### config.mk
export PLATFORM = sky130hd
export DESIGN_NAME = ram_arbiter
export DESIGN_NICKNAME = d
export VERILOG_FILES = /design/src/rtl/ram_arbiter.sv
export SDC_FILE = /design/constraint.sdc
export NUM_CORES = 1
export LEC_CHECK = 0
export ABC_AREA = 0
export ABC_CLOCK_PERIOD_IN_PS = 4250
export BUFFER_PORTS_ARGS = -buffer_cell sky130_fd_sc_hd__buf_2
export CAP_MARGIN = 15
export CORE_MARGIN = 2
export CORE_UTILIZATION = 45
export CTS_CLUSTER_SIZE = 25
export DETAILED_ROUTE_END_ITERATION = 8
export PLACE_DENSITY = 0.95
export SLEW_MARGIN = 25
export SYNTH_ARGS = -nofsm -noshare
export SYNTH_HDL_FRONTEND = slang
export SYNTH_SLANG_ARGS = --single-unit
### constraint.sdc
create_clock -name clk -period 4.25 [get_ports clk]
set_clock_uncertainty 0.15 [all_clocks]
set_input_delay 0.425 -clock clk [delete_from_list [all_inputs] [get_ports clk]]
set_output_delay 0.425 -clock clk [all_outputs]
set_load 0.1 [all_outputs]
### src/rtl/ram_arbiter.sv
// Round-robin arbiter sharing one RAM write port and one read port among NREQ requesters,
// with a built-in zero-fill sequencer that blocks all requesters while it runs.
module ram_arbiter #(
   parameter int AWIDTH = 4,
   parameter int DWIDTH = 8,
   parameter int NREQ   = 4
) (
   input  logic                   clk,
   input  logic                   rst,
   input  logic                   init,
   output logic                   init_busy,
   output logic                   init_done,
   input  logic [NREQ-1:0]        req,
   input  logic [NREQ-1:0]        wr,
   input  logic [NREQ*AWIDTH-1:0] addr,
   input  logic [NREQ*DWIDTH-1:0] wdata,
   output logic [NREQ-1:0]        gnt,
   output logic [NREQ-1:0]        rsp_valid,
   output logic [DWIDTH-1:0]      rsp_data,
   output logic                   ram_we,
   output logic [AWIDTH-1:0]      ram_waddr,
   output logic [DWIDTH-1:0]      ram_wdata,
   output logic                   ram_re,
   output logic [AWIDTH-1:0]      ram_raddr,
   input  logic [DWIDTH-1:0]      ram_rdata
);

   localparam int SIZE = 2 ** AWIDTH;
   localparam int PW   = (NREQ > 1) ? $clog2(NREQ) : 1;

   typedef enum logic {IDLE, INIT} state_t;

   state_t            state;
   state_t            state_nx;
   logic [AWIDTH-1:0] cnt;
   logic [PW-1:0]     ptr;
   logic [PW-1:0]     ptr_nx;
   logic [PW-1:0]     win;
   logic [PW-1:0]     idx;
   logic              found;
   logic              gnt_en;
   logic [NREQ-1:0]   win_oh;

   // First requester found searching upward from ptr, wrapping at NREQ
   always_comb begin
      found = 1'b0;
      win   = '0;
      idx   = '0;
      for (int i = 0; i < NREQ; i++) begin
         idx = PW'((int'(ptr) + i) % NREQ);
         if (!found && req[idx]) begin
            found = 1'b1;
            win   = idx;
         end
      end
   end

   assign gnt_en    = (state == IDLE) && !rst && found;
   assign win_oh    = NREQ'(1) << win;
   assign gnt       = gnt_en ? win_oh : '0;
   assign ptr_nx    = (win == PW'(NREQ - 1)) ? '0 : win + 1'b1;
   assign init_busy = (state == INIT);

   always_comb begin
      state_nx  = state;
      ram_we    = 1'b0;
      ram_waddr = '0;
      ram_wdata = '0;
      ram_re    = 1'b0;
      ram_raddr = '0;
      unique case (state)
         IDLE: begin
            if (init) state_nx = INIT;
            if (gnt_en) begin
               if (wr[win]) begin
                  ram_we    = 1'b1;
                  ram_waddr = addr[win*AWIDTH +: AWIDTH];
                  ram_wdata = wdata[win*DWIDTH +: DWIDTH];
               end else begin
                  ram_re    = 1'b1;
                  ram_raddr = addr[win*AWIDTH +: AWIDTH];
               end
            end
         end
         INIT: begin
            ram_we    = !rst;
            ram_waddr = cnt;
            if (cnt == AWIDTH'(SIZE - 1)) state_nx = IDLE;
         end
         default: state_nx = IDLE;
      endcase
   end

   always_ff @(posedge clk) begin
      if (rst) begin
         state     <= IDLE;
         ptr       <= '0;
         cnt       <= '0;
         rsp_valid <= '0;
         rsp_data  <= '0;
         init_done <= 1'b0;
      end else begin
         state     <= state_nx;
         init_done <= (state == INIT) && (state_nx == IDLE);
         rsp_valid <= '0;
         if (state == INIT) cnt <= cnt + 1'b1;
         else if (init)     cnt <= '0;
         if (gnt_en) begin
            ptr <= ptr_nx;
            if (!wr[win]) begin
               rsp_valid <= win_oh;
               rsp_data  <= ram_rdata;
            end
         end
      end
   end

endmodule

==> flow_metrics.env <==
export IMPL_htreeDepth=1
export IMPL_swShare_pct=50.6
export IMPL_io_buffers=102
export IMPL_core_area_um2=3280
export IMPL_dp_hpwl_um=3300
export IMPL_hold_ws_ps=192
export IMPL_critPathKind="reg2out"
export IMPL_synth_top_area_share_pct=26.5
export IMPL_finalHoldViolCount=0
export IMPL_maxCapViolations=0
export IMPL_r2r_slack_ps=1630
export IMPL_fmax_mhz=282
export IMPL_ys_ff_latch=20
export IMPL_regArea_um2=400
export IMPL_clkSlewWorstSetupHoldPaths_ps=120
export IMPL_required_ps=3670
export IMPL_tritoncts="yes"
export IMPL_syn_area_per_cell_um2=9.04
export IMPL_synth_edff_count=0
export IMPL_first_pass_iters=4
export IMPL_post_route_period_util_pct=83.5
export IMPL_power_frac_clock_pct=13.3
export IMPL_hold_buffers=0
export IMPL_dieArea_um2=3840
export IMPL_power_density_nw_per_um2=375
export IMPL_synthCells=167
export IMPL_via_per_inst=4.97
export IMPL_syn_cell_area_um2=1510
export IMPL_drt_iter0_drc=31
export IMPL_clkLatencyLatePin_ps=300
export IMPL_area_growth_pct=48.1
export IMPL_yosysSeqAreaShare_pct=26.5
export IMPL_finish_utilization_pct=68.1
export IMPL_drc_errors=0
export IMPL_slew_viol_final=0
export IMPL_power_frac_seq_pct=25.6
export IMPL_outcome="completed"
export IMPL_fin_cells=311
export IMPL_initial_core_util_pct=46.0
export IMPL_critPathLaunchType="flop"
export IMPL_cp_end_kind="output pin"
export IMPL_n_antenna_cell=0
export IMPL_cts_resized_gates=0
export IMPL_p_int_uw=414
export IMPL_clock_sinks=20
export IMPL_io_pins=103
export IMPL_ir_drop_uv=456
export IMPL_numPlacedInstances=307
export IMPL_cts_buffer_depth=2
export IMPL_rows=21
export IMPL_yosys_warnings=0
export IMPL_vias=1545
export IMPL_power_switching_uw=424
export IMPL_fin_crit_ps=3550
export IMPL_yosysTopAreaCell="dfxtp_1"
export IMPL_grt_pass1_wl_um=6100
export IMPL_first_global_vias=1409
export IMPL_nets=338
export IMPL_cts_root_buf="clkbuf_4"
export IMPL_grt_usage_pct=21.3
export IMPL_routed_wl_um=4000
export IMPL_min_path_type="in2reg"
export IMPL_slew_headroom_pct=53.8
export IMPL_synth_top_flop_cell="dfxtp_1"
export IMPL_cts_buffers=3
export IMPL_combPwrFrac_pct=61.1
export IMPL_gr_total_overflow=0
export IMPL_layout_drive_gt1_share_pct=49.8
export IMPL_worstMarginPinSlew_ps=693
export IMPL_antenna_left=0
export IMPL_fillCellCount=272
export IMPL_yosysUniqueCellTypes=31
export IMPL_multi_input_area_um2=1030
export IMPL_critPathMaxFanout=12
export IMPL_die_h_um=61.9
export IMPL_post_cts_buffers=0
export IMPL_gp_congestion=0.720
export IMPL_antenna_found_initial=0
export IMPL_synthTopCellsByArea="dfxtp_1 (27%), mux2i_1 (14%), mux2_2 (10%)"
export IMPL_setup_viol=0
export IMPL_critPathArrivalTime_ps=2970
export IMPL_p_leak_nw=1.08
export IMPL_fp_dieW_um=61.9
export IMPL_synth_nets=239
export IMPL_synth_async_reset_ratio_pct=0
export IMPL_routedWlPerCell_um=12.9
export IMPL_rsz0062_at_grt="false"
export IMPL_grt_max_degree=21
power groups by stage:
stage          Clock [mW]  Combinational (mW)  Sequential (mW)
5_1_grt             0.120               0.541            0.217
2_1_floorplan           0               0.305            0.305
3_3_place_gp            0               0.505            0.218
3_5_place_dp            0               0.514            0.218
6_report            0.111               0.512            0.215
4_1_cts             0.114               0.515            0.215
through the flow:
stage	setup slack [ps]	power, mW	cell area [µm²]	setup TNS (ps)
after floorplan	-282	0.610	1510	-2620
after global placement	968	0.723	2200	0
after detailed placement	784	0.733	2200	0
after CTS	679	0.843	2240	0
after global routing	466	0.878	2240	0
final	703	0.838	2240	0
per-layer routing:
metal	track usage, %	routed length [µm]	vias up
li1	-	-	788
met1	24.8	1650	683
met2	38.6	2030	68
met3	5.80	271	6
met4	4.86	51	0
met5	0	0	-
cells in the final DEF, fill, tap and decap left out, types with 3 or more instances in the layout:
cell type / n
a211oi_1: 10
a21oi_1: 7
mux2_2: 14
nor2_1: 17
o21ai_0: 5
dfxtp_1: 20
buf_12: 11
buf_2: 91
mux2_4: 6
mux2i_1: 21
clkbuf_4: 3
nor3_1: 4
nand2_1: 8
ha_1: 5
and2_1: 9
inv_1: 5
nor2b_1: 11
final cells by class:
class                   count  share of cell area (%)
flip-flops and latches     20                    17.9
multi-input cells         132                    46.2
repair buffers            103                    30.6
inverters                   6                    1.12
well taps                  46                    2.57
clock buffers               4                    1.62
kinds of logic (layout without fill, tap and decap cells):
family,after synthesis,count (layout),share of synthesized area (%)
simple gates,56,56,20.1
mux,41,41,30.3
compound gates,30,30,13.8
flops,20,20,26.5
buf+inv,15,113,5.05
fa+ha+maj,5,5,4.14
state kept, by name, indices dropped and copies added, names as in the netlist:
| signal | count |
|---|---|
| init_done | 1 |
| rsp_data | 8 |
| rsp_valid | 4 |
| init_busy | 1 |
| ptr | 2 |
| cnt | 4 |
critical path, cell delays in order (launching register included):
cell	delay [ps]
dfxtp_1	370
a21oi_1	130
o21ai_0	80
o2bb2a_1	690
mux2i_1	440
o22a_1	460
o21ai_0	270
buf_12	230
synth_stat cells, types with 2 or more instances:
cell type and instances:
buf_4 2, clkbuf_1 4, o22a_1 2, mux2i_1 21
nand2_1 8, buf_2 2, nor3_1 4, mux2_2 14
and2_1 9, dfxtp_1 20, o21ai_0 6, nor2b_1 11
ha_1 5, a21oi_1 7, a211oi_1 10, inv_1 5
nor3b_1 2, nor2_1 17, mux2_4 6
final timing paths:
| kind | startpoint | cells after the start | to |
|---|---|---|---|
| worst max-delay path | ptr[1] | 7 | ram_waddr[3] |
| worst min-delay path | ram_rdata[6] | 2 | rsp_data[6] |
| worst max register to register | ptr[1] | 6 | rsp_data[0] |
| worst min register to register | cnt[3] | 2 | init_done |
Note: power is estimated with default switching activity, not from simulation.
